## src/rtl/dmem_arbiter.sv

```systemverilog
// Shares the single-port data memory between the CPU memory stage and the UART
// loader: per-requester capture, round-robin or loader-priority grant, registered responses.
module dmem_arbiter #(
    parameter int ADDR_W = 14,
    parameter int DATA_W = 32
) (
    input  logic              clock,
    input  logic              rst,
    input  logic              ld_mode,
    input  logic              cpu_req,
    input  logic              cpu_we,
    input  logic [31:0]       cpu_addr,
    input  logic [DATA_W-1:0] cpu_wdata,
    output logic [DATA_W-1:0] cpu_rdata,
    output logic              cpu_ack,
    output logic              cpu_busy,
    input  logic              ld_req,
    input  logic              ld_we,
    input  logic [31:0]       ld_addr,
    input  logic [DATA_W-1:0] ld_wdata,
    output logic [DATA_W-1:0] ld_rdata,
    output logic              ld_ack,
    output logic              ld_busy,
    output logic              mem_we,
    output logic [ADDR_W-1:0] mem_addr,
    output logic [DATA_W-1:0] mem_wdata,
    input  logic [DATA_W-1:0] mem_rdata,
    output logic [1:0]        ovr
);

    typedef enum logic [1:0] {
        ST_IDLE  = 2'd0,
        ST_ISSUE = 2'd1,
        ST_RESP  = 2'd2
    } state_t;

    localparam logic GNT_CPU = 1'b0;
    localparam logic GNT_LD  = 1'b1;

    state_t state_r, state_s;

    logic              cpu_pend_r, cpu_we_r;
    logic [ADDR_W-1:0] cpu_waddr_r;
    logic [DATA_W-1:0] cpu_wdata_r;
    logic              ld_pend_r, ld_we_r;
    logic [ADDR_W-1:0] ld_waddr_r;
    logic [DATA_W-1:0] ld_wdata_r;

    logic              gnt_r, last_gnt_r, iss_we_r, mem_we_r;
    logic [ADDR_W-1:0] iss_addr_r;
    logic [DATA_W-1:0] iss_wdata_r;
    logic [DATA_W-1:0] cpu_rdata_r, ld_rdata_r;
    logic              cpu_ack_r, ld_ack_r, cpu_busy_r, ld_busy_r;
    logic [1:0]        ovr_r;

    logic              any_pend_s, gnt_ld_s, grant_s, resp_s;
    logic              cpu_clr_s, ld_clr_s, cpu_take_s, ld_take_s;
    logic              cpu_pend_s, ld_pend_s, cpu_ack_s, ld_ack_s;
    logic              gnt_s, cpu_busy_s, ld_busy_s;
    logic              sel_we_s;
    logic [ADDR_W-1:0] sel_addr_s;
    logic [DATA_W-1:0] sel_wdata_s;
    logic [1:0]        ovr_s;
    logic              addr_unused_s;

    // Only the word-address slice of each byte address is used.
    assign addr_unused_s = ^{cpu_addr[31:ADDR_W+2], cpu_addr[1:0],
                             ld_addr[31:ADDR_W+2], ld_addr[1:0]};

    // Arbitration: loader wins under ld_mode, otherwise alternate when contended
    always_comb begin
        any_pend_s = cpu_pend_r | ld_pend_r;
        gnt_ld_s   = GNT_CPU;
        if (ld_pend_r && (ld_mode || !cpu_pend_r || (last_gnt_r == GNT_CPU))) begin
            gnt_ld_s = GNT_LD;
        end else begin
            gnt_ld_s = GNT_CPU;
        end
        sel_we_s    = cpu_we_r;
        sel_addr_s  = cpu_waddr_r;
        sel_wdata_s = cpu_wdata_r;
        if (gnt_ld_s == GNT_LD) begin
            sel_we_s    = ld_we_r;
            sel_addr_s  = ld_waddr_r;
            sel_wdata_s = ld_wdata_r;
        end else begin
            sel_we_s    = cpu_we_r;
            sel_addr_s  = cpu_waddr_r;
            sel_wdata_s = cpu_wdata_r;
        end
    end

    // Next-state logic for the IDLE/ISSUE/RESP access sequencer
    always_comb begin
        state_s = state_r;
        grant_s = 1'b0;
        resp_s  = 1'b0;
        case (state_r)
            ST_IDLE: begin
                if (any_pend_s) begin
                    grant_s = 1'b1;
                    state_s = ST_ISSUE;
                end else begin
                    state_s = ST_IDLE;
                end
            end
            ST_ISSUE: begin
                state_s = ST_RESP;
            end
            ST_RESP: begin
                resp_s = 1'b1;
                if (any_pend_s) begin
                    grant_s = 1'b1;
                    state_s = ST_ISSUE;
                end else begin
                    state_s = ST_IDLE;
                end
            end
            default: begin
                state_s = ST_IDLE;
            end
        endcase
    end

    // Capture, overrun, acknowledge and busy next values
    always_comb begin
        cpu_clr_s  = grant_s && (gnt_ld_s == GNT_CPU);
        ld_clr_s   = grant_s && (gnt_ld_s == GNT_LD);
        // A request landing on the edge that grants the old one is accepted.
        cpu_take_s = cpu_req && (!cpu_pend_r || cpu_clr_s);
        ld_take_s  = ld_req && (!ld_pend_r || ld_clr_s);
        if (cpu_take_s) begin
            cpu_pend_s = 1'b1;
        end else if (cpu_clr_s) begin
            cpu_pend_s = 1'b0;
        end else begin
            cpu_pend_s = cpu_pend_r;
        end
        if (ld_take_s) begin
            ld_pend_s = 1'b1;
        end else if (ld_clr_s) begin
            ld_pend_s = 1'b0;
        end else begin
            ld_pend_s = ld_pend_r;
        end
        ovr_s = ovr_r | {ld_req && ld_pend_r && !ld_clr_s,
                         cpu_req && cpu_pend_r && !cpu_clr_s};
        if (grant_s) begin
            gnt_s = gnt_ld_s;
        end else begin
            gnt_s = gnt_r;
        end
        cpu_ack_s  = resp_s && (gnt_r == GNT_CPU);
        ld_ack_s   = resp_s && (gnt_r == GNT_LD);
        cpu_busy_s = cpu_pend_s || ((state_s != ST_IDLE) && (gnt_s == GNT_CPU)) || cpu_ack_s;
        ld_busy_s  = ld_pend_s || ((state_s != ST_IDLE) && (gnt_s == GNT_LD)) || ld_ack_s;
    end

    // Requester capture registers and sticky overrun flags
    always_ff @(posedge clock or posedge rst) begin
        if (rst) begin
            cpu_pend_r  <= 1'b0;
            cpu_we_r    <= 1'b0;
            cpu_waddr_r <= '0;
            cpu_wdata_r <= '0;
            ld_pend_r   <= 1'b0;
            ld_we_r     <= 1'b0;
            ld_waddr_r  <= '0;
            ld_wdata_r  <= '0;
            ovr_r       <= 2'b00;
        end else begin
            cpu_pend_r <= cpu_pend_s;
            ld_pend_r  <= ld_pend_s;
            ovr_r      <= ovr_s;
            if (cpu_take_s) begin
                cpu_we_r    <= cpu_we;
                cpu_waddr_r <= cpu_addr[ADDR_W+1:2];
                cpu_wdata_r <= cpu_wdata;
            end
            if (ld_take_s) begin
                ld_we_r    <= ld_we;
                ld_waddr_r <= ld_addr[ADDR_W+1:2];
                ld_wdata_r <= ld_wdata;
            end
        end
    end

    // Sequencer state, grant history, memory port and response registers
    always_ff @(posedge clock or posedge rst) begin
        if (rst) begin
            state_r     <= ST_IDLE;
            gnt_r       <= GNT_CPU;
            last_gnt_r  <= GNT_LD;
            iss_we_r    <= 1'b0;
            iss_addr_r  <= '0;
            iss_wdata_r <= '0;
            mem_we_r    <= 1'b0;
            cpu_rdata_r <= '0;
            ld_rdata_r  <= '0;
            cpu_ack_r   <= 1'b0;
            ld_ack_r    <= 1'b0;
            cpu_busy_r  <= 1'b0;
            ld_busy_r   <= 1'b0;
        end else begin
            state_r    <= state_s;
            gnt_r      <= gnt_s;
            cpu_ack_r  <= cpu_ack_s;
            ld_ack_r   <= ld_ack_s;
            cpu_busy_r <= cpu_busy_s;
            ld_busy_r  <= ld_busy_s;
            // mem_we is high only for the ISSUE cycle that follows a grant.
            mem_we_r   <= grant_s && sel_we_s;
            if (grant_s) begin
                last_gnt_r  <= gnt_ld_s;
                iss_we_r    <= sel_we_s;
                iss_addr_r  <= sel_addr_s;
                iss_wdata_r <= sel_wdata_s;
            end
            if (resp_s && !iss_we_r) begin
                if (gnt_r == GNT_LD) begin
                    ld_rdata_r <= mem_rdata;
                end else begin
                    cpu_rdata_r <= mem_rdata;
                end
            end
        end
    end

    assign mem_we    = mem_we_r;
    assign mem_addr  = iss_addr_r;
    assign mem_wdata = iss_wdata_r;
    assign cpu_rdata = cpu_rdata_r;
    assign ld_rdata  = ld_rdata_r;
    assign cpu_ack   = cpu_ack_r;
    assign ld_ack    = ld_ack_r;
    assign cpu_busy  = cpu_busy_r;
    assign ld_busy   = ld_busy_r;
    assign ovr       = ovr_r;

endmodule
```

## config.mk

```make
export PLATFORM = sky130hd
export DESIGN_NAME = dmem_arbiter
export DESIGN_NICKNAME = d
export VERILOG_FILES = /design/src/rtl/dmem_arbiter.sv
export SDC_FILE = /design/constraint.sdc
export NUM_CORES = 1
export LEC_CHECK = 0
export CAP_MARGIN = 5
export CORE_MARGIN = 2
export CORE_UTILIZATION = 30
export DETAILED_ROUTE_END_ITERATION = 10
export SLEW_MARGIN = 20
export SYNTH_ARGS = -nofsm -noshare
export SYNTH_HDL_FRONTEND = slang
export SYNTH_SLANG_ARGS = --single-unit
```

## constraint.sdc

```tcl
create_clock -name clock -period 10 [get_ports clock]
set_input_delay 2 -clock clock [delete_from_list [all_inputs] [get_ports clock]]
set_output_delay 2 -clock clock [all_outputs]
set_load 0.05 [all_outputs]
```

==> results of run 1 <==
-- Yosys cell counts, types with 3 or more instances --
| library cell | instances |
|---|---|
| a21o_1 | 3 |
| mux2_2 | 94 |
| and2_1 | 31 |
| dfrtp_1 | 217 |
| clkbuf_1 | 4 |
| buf_4 | 8 |
| a221o_1 | 47 |
| and2_2 | 8 |
| nor2_1 | 5 |
| and2_0 | 7 |
| buf_2 | 9 |
| buf_6 | 11 |
| o21ai_0 | 3 |
| nand2_1 | 3 |
| nand2b_1 | 4 |
| inv_1 | 4 |
| mux2_1 | 64 |
-- area by class of cell --
class                   count  area [um^2]
clock buffers              40          762
clock inverters             3         42.5
fillers                  2509        15700
inverters                   4         22.5
multi-input cells         286         2850
flip-flops and latches    218         5460
well taps                 378          473
repair buffers            256         2540
-- through the flow --
step	utilization	worst slack [ns]	hold slack (ns)	cells
after CTS	0.436	5.85	0.479	1185
after floorplan	-	2.04	0.464	541
after global placement	0.407	5.35	0.455	1142
after detailed placement	0.407	5.32	0.465	1142
final	0.436	5.94	0.467	1185
after global routing	0.436	5.80	0.489	1185
-- cells in the final DEF (no fill, tap or decap), types with 8 or more instances in the layout --
cell type,Yosys,final
mux2_1,64,64
buf_4,8,9
clkbuf_16,0,25
and2_1,31,31
a221o_1,47,47
and2_2,8,8
mux2_2,94,94
dfrtp_1,217,217
clkdlybuf4s50_1,0,247
clkbuf_8,0,8
-- layer usage --
| layer | vias up | wire length (um) | GRT usage | share of wire |
|---|---|---|---|---|
| met1 | 2679 | 9330 | 0.184 | 0.45 |
| met2 | 184 | 9360 | 0.220 | 0.45 |
| met4 | 4 | 336 | 0.0331 | 0.016 |
| met5 | - | 27 | 0 | 0.0013 |
| li1 | 2463 | - | - | - |
| met3 | 33 | 1760 | 0.0501 | 0.084 |
-- state kept, by name, summed over array words and instances (netlist names), 2 cells and up --
| signal | cells |
|---|---|
| cpu_rdata | 32 |
| cpu_wdata_r | 32 |
| ld_rdata | 32 |
| ld_wdata_r | 32 |
| mem_wdata | 32 |
| cpu_waddr_r | 14 |
| ld_waddr_r | 14 |
| mem_addr | 14 |
| ovr | 2 |
| state_r | 2 |
-- critical path: cells and delay by family --
family / cells / cell delay [ns]
buf+inv: 2 / 0.99
simple gates: 1 / 0.29
mux: 1 / 0.38
compound gates: 1 / 0.75
-- power by group --
| group | internal [mW] | switching [mW] | total, mW |
|---|---|---|---|
| sequential | 1.33 | 0.233 | 1.56 |
| combinational | 0.891 | 1.31 | 2.20 |
| clock | 0.542 | 0.347 | 0.888 |
-- final timing paths --
| check | from | endpoint | depth (start not counted) |
|---|---|---|---|
| worst max-delay path | ld_mode | ld_waddr_r[10] | 5 |
| max in group asynchronous | rst | mem_wdata[17] | 3 |
| worst min register to register | ovr[0] | ovr[0] | 1 |
| min in group asynchronous | rst | ld_wdata_r[21] | 2 |
| worst min-delay path | ovr[0] | ovr[0] | 1 |
| worst max register to register | ld_pend_r | ld_waddr_r[10] | 4 |
-- cell families after synthesis --
| family | synth area share |
|---|---|
| muxes | 0.209 |
| xor gates and xnor gates | 0.00103 |
| AOI/OAI and AO/OA | 0.0689 |
| buffers and inverters | 0.0310 |
| and+or+nand+nor | 0.0501 |
| DFF | 0.640 |
==> impl_results.md, run 1 <==
- Worst skew pair latency: 0.51 ns
- CTS tree: done
- Die area: 29800 um^2
- # IOs: 284
- VDD IR max: 0.000193 V
- PD cells: 383 nW/um^2
- H-Tree Level Count: 1
- Total Power: 4.66 mW
- Post-synth top flop: dfrtp_1
- CTS sink count: 218
- Post-synth ARST share: 1.00
- Vias/cell: 4.53
- Max cap viols: 0
- CP max-delay cell: o211ai_4
- F_max: 246 MHz
- Relative slew margins: 0.395
- Total number of vias: 5363
- Synth Register Bits: 218
- Final Cycle Share: 0.406
- Worst setup SP type: input pin
- Req. time, crit path: 10.39 ns
- Drt pass-1 iters: 4
- Setup crit end kind: register
- Crit-path max cell delay: 0.75 ns
- Initial Util: 0.306
- CTS Buf Count: 25
- Slew @ Worst Pin: 0.907 ns
- Die W: 173 um
- Final ANT Viol Nets: 0
- Placer Congestion: 0.686
- Largest area contributor in the netlist: dfrtp_1
- Final instance area: 12100 um^2
- Period minus WS final: 4.06 ns
- DP Area: 11300 um^2
- Hold WC Path Type: reg -> reg
- Total GRT Usage: 0.140
- CTS resizes: 0
- Synth Cell Area: 8520 um^2
- Status: finished, final reports clean
- Core Rows: 61
- Top-area cell type share of the netlist area: 0.637
- HPWL after DPL: 13400 um
- GRT overflow: 0
- Synth top area cells: dfrtp_1 (64%), mux2_2 (12%), mux2_1 (8.5%), a221o_1 (5.5%), and2_1 (2.3%)
- Root Driver: clkbuf_16
- Slew Viols, Final: 0
- Worst path arrival time: 4.45 ns
- Antenna violations before repair: 2
- Wire per inst: 17.6 um
- Post-synthesis area per instance: 15.8 um^2
- Setup TNS: 0 ns
- P_leak: 5.02 nW
- Critical Path, Cell by Cell: clkdlybuf4s50_1 > nand2b_1 > o211ai_4 > buf_4 > mux2_2
- Critical path type: in -> reg
- Largest net degree at the start of global routing: 81
- Global-route wire length before repair: 33300 um
- FF-to-FF setup slack: 7.44 ns
- Syn Nets: 708
- Final setup violation count: 0
- Clock Path Buffers: 3
- RSZ-0062 raised after global routing: false
- Final wirelength: 20800 um
- DR iter-0 viols: 205
- Number of synthesized flops with an enable pin: 0
- CTS Hold Bufs: 0
- Layout cells sized above 1: 0.198
- Core area: 27900 um^2
- Unique masters post-synth: 32
- Final net count: 958
- Share of the yosys chip area belonging to registers: 0.640
- Die height: 173 um
- Final hold vios: 0
- Vias in the first global route: 5761
- Synth warnings: 0
- Antenna diodes: 0
- Worst Path Max Fanout: 29
- Post-CTS Repair Setup Buffers: 0
- Residual DRC: 0
- PortBufs: 247
- Clock slew at reported path FFs: 0.06 ns
- Worst clock skew: 0.00595 ns
- Area Growth Syn to Fin: 42.5%
- Mapped Cells: 541
Power figures use the tool's default switching activity.
==> run 2: changes to the inputs <==
- clock period: 10 -> 3.95 ns (I/O delays scaled with it)
==> run 2 against run 1 <==
  * Combinational power rose to 2.6 times the previous value
  * Clock skew up 0.0067 ns
  * Worst setup slack worse by 4.5 ns
  * First-iteration DRC count up 39%
  * Via count up 1.2%
  * Non-clock buffer count up 6
  * Utilization up 0.35 points
  * Global-route usage up 0.29 points
  * Cell count up 0.76%
  * Largest cell class unchanged
  * Highest routed layer is now met4
==> impl_results.md, run 2 (synthesis gave the netlist of run 1 again) <==
- Antenna violations before repair: 1
- Post-CTS Repair Setup Buffers: 0
- Critical Path, Cell by Cell: clkdlybuf4s50_1
- Area Growth Syn to Fin: 43.6%
- Worst skew pair latency: 0.51 ns
- Routed wl met2: 9770 um
- Worst r2r src: ld_pend_r
- GRT overflow: 0
- Max layer used: met4
- Vias in the first global route: 5853
- RSZ-0062 raised after global routing: false
- Final hold vios: 0
- Final wirelength: 21300 um
- Core Rows: 61
- Hold endpoint: ovr[0]
- Worst hold path stage count: 1
- PD cells: 964 nW/um^2
- Worst path arrival time: 1.72 ns
- Residual DRC: 0
- Vias/cell: 4.55
- WP buf/inv: 1
- Multi-input gate area: 2850 um^2
- FF/Latch Area: 5460 um^2
- Setup TNS: 0 ns
- CTS resizes: 0
- Total GRT Usage: 0.143
- PortBufs: 247
- Max cap viols: 0
- CTS tree: done
- Worst setup SP type: register
- HPWL after DPL: 14100 um
- Setup crit end kind: primary output
- Slew Viols, Final: 0
- Status: finished, final reports clean
- Critical path type: reg -> out
- Die area: 29800 um^2
- CTS Buf Count: 25
- Slew @ Worst Pin: 0.950 ns
- Commonest non-fill, non-tap cell in the layout: clkdlybuf4s50_1
- FF-to-FF setup slack: 1.72 ns
- H-Tree Level Count: 1
- Final setup violation count: 0
- Worst Path Max Fanout: 2
- Hold_ws: 0.475 ns
- Global-route wire length before repair: 33900 um
- CP max-delay cell: clkdlybuf4s50_1
- # IOs: 284
- Crit-path max cell delay: 0.85 ns
- Core area: 27900 um^2
- Final net count: 964
- Root Driver: clkbuf_16
- Largest net degree at the start of global routing: 52
- Total Power: 11.8 mW
- Placer Congestion: 0.723
- P_leak: 5.07 nW
- Reg2reg path depth: 4
- Final Cycle Share: 0.634
- Period minus WS final: 2.51 ns
- VDD IR max: 0.000361 V
- Clock Path Buffers: 3
- Hold WC Path Type: reg -> reg
- Die W: 173 um
- Util after Layout: 0.439
- Final ANT Viol Nets: 0
- Total number of vias: 5430
- WL met1: 9530 um
- Initial Util: 0.306
- CP top delay family: buffers and inverters
- Worst clock skew: 0.0126 ns
- CTS Hold Bufs: 0
- Drt pass-1 iters: 4
- Layout cells sized above 1: 0.206
- DR iter-0 viols: 284
- Fillers: 2527
- F_max: 399 MHz
- Routed wl met3: 1590 um
- Most frequent cells in the layout: clkdlybuf4s50_1 (247), dfrtp_1 (217), mux2_2 (94)
- Req. time, crit path: 3.16 ns
- Hold_sp: ovr[0]
- Wire per inst: 17.8 um
- CTS sink count: 218
- Relative slew margins: 0.365
- Die height: 173 um
- RR Endpoint: cpu_waddr_r[5]
- Clock slew at reported path FFs: 0.06 ns
## run 2: changes by cell type in the layout (fill, tap and decap cells not counted)
cell        change
buf_12          +7
clkinv_2        +7
clkbuf_8        -5
buf_4           -1
clkinvlp_4      +1
diode_2         +1
inv_8           -1
## run 2: how the worst max path moves through the flow
| stage | endpoint | startpoint | slack, ns | depth (start not counted) |
|---|---|---|---|---|
| after floorplan | cpu_ack | rst | 0.32 | 1 |
| after global placement | cpu_waddr_r[4] | ld_mode | 1.09 | 5 |
| after detailed placement | cpu_waddr_r[2] | ld_mode | 1.08 | 5 |
| after CTS | ovr[0] | ovr[0] | 1.39 | 1 |
| after global routing | ovr[0] | ovr[0] | 1.36 | 1 |
| final | mem_addr[12] | mem_addr[12] | 1.44 | 1 |
## run 2: cell type report
class | count | area share
inverters | 4 | 0.00153
flip-flops and latches | 218 | 0.446
repair buffers | 262 | 0.218
clock inverters | 10 | 0.00634
multi-input cells | 286 | 0.232
clock buffers | 35 | 0.0566
well taps | 378 | 0.0386
diodes | 1 | 0.000204
## run 2: stage by stage
stage / instances / worst slack (ns) / cell area, um^2
global placement: 1148 / 1.09 / 11500
CTS: 1193 / 1.39 / 12200
detailed placement: 1148 / 1.08 / 11500
floorplan: 541 / 0.321 / 8530
finish: 1194 / 1.44 / 12200
global route: 1193 / 1.36 / 12200
## run 2: where the power goes
part / total, mW / switching (mW) / internal, mW
Sequential: 3.97 / 0.602 / 3.37
Clock: 2.18 / 0.897 / 1.29
Combinational: 5.65 / 3.34 / 2.31
Total: 11.8 / 4.84 / 6.96
## run 2: metal layers
metal  vias to the layer above  GRT usage
met5                         -          0
met4                         0     0.0342
met3                        33     0.0422
met2                       190      0.228
met1                      2736      0.190
li1                       2471          -
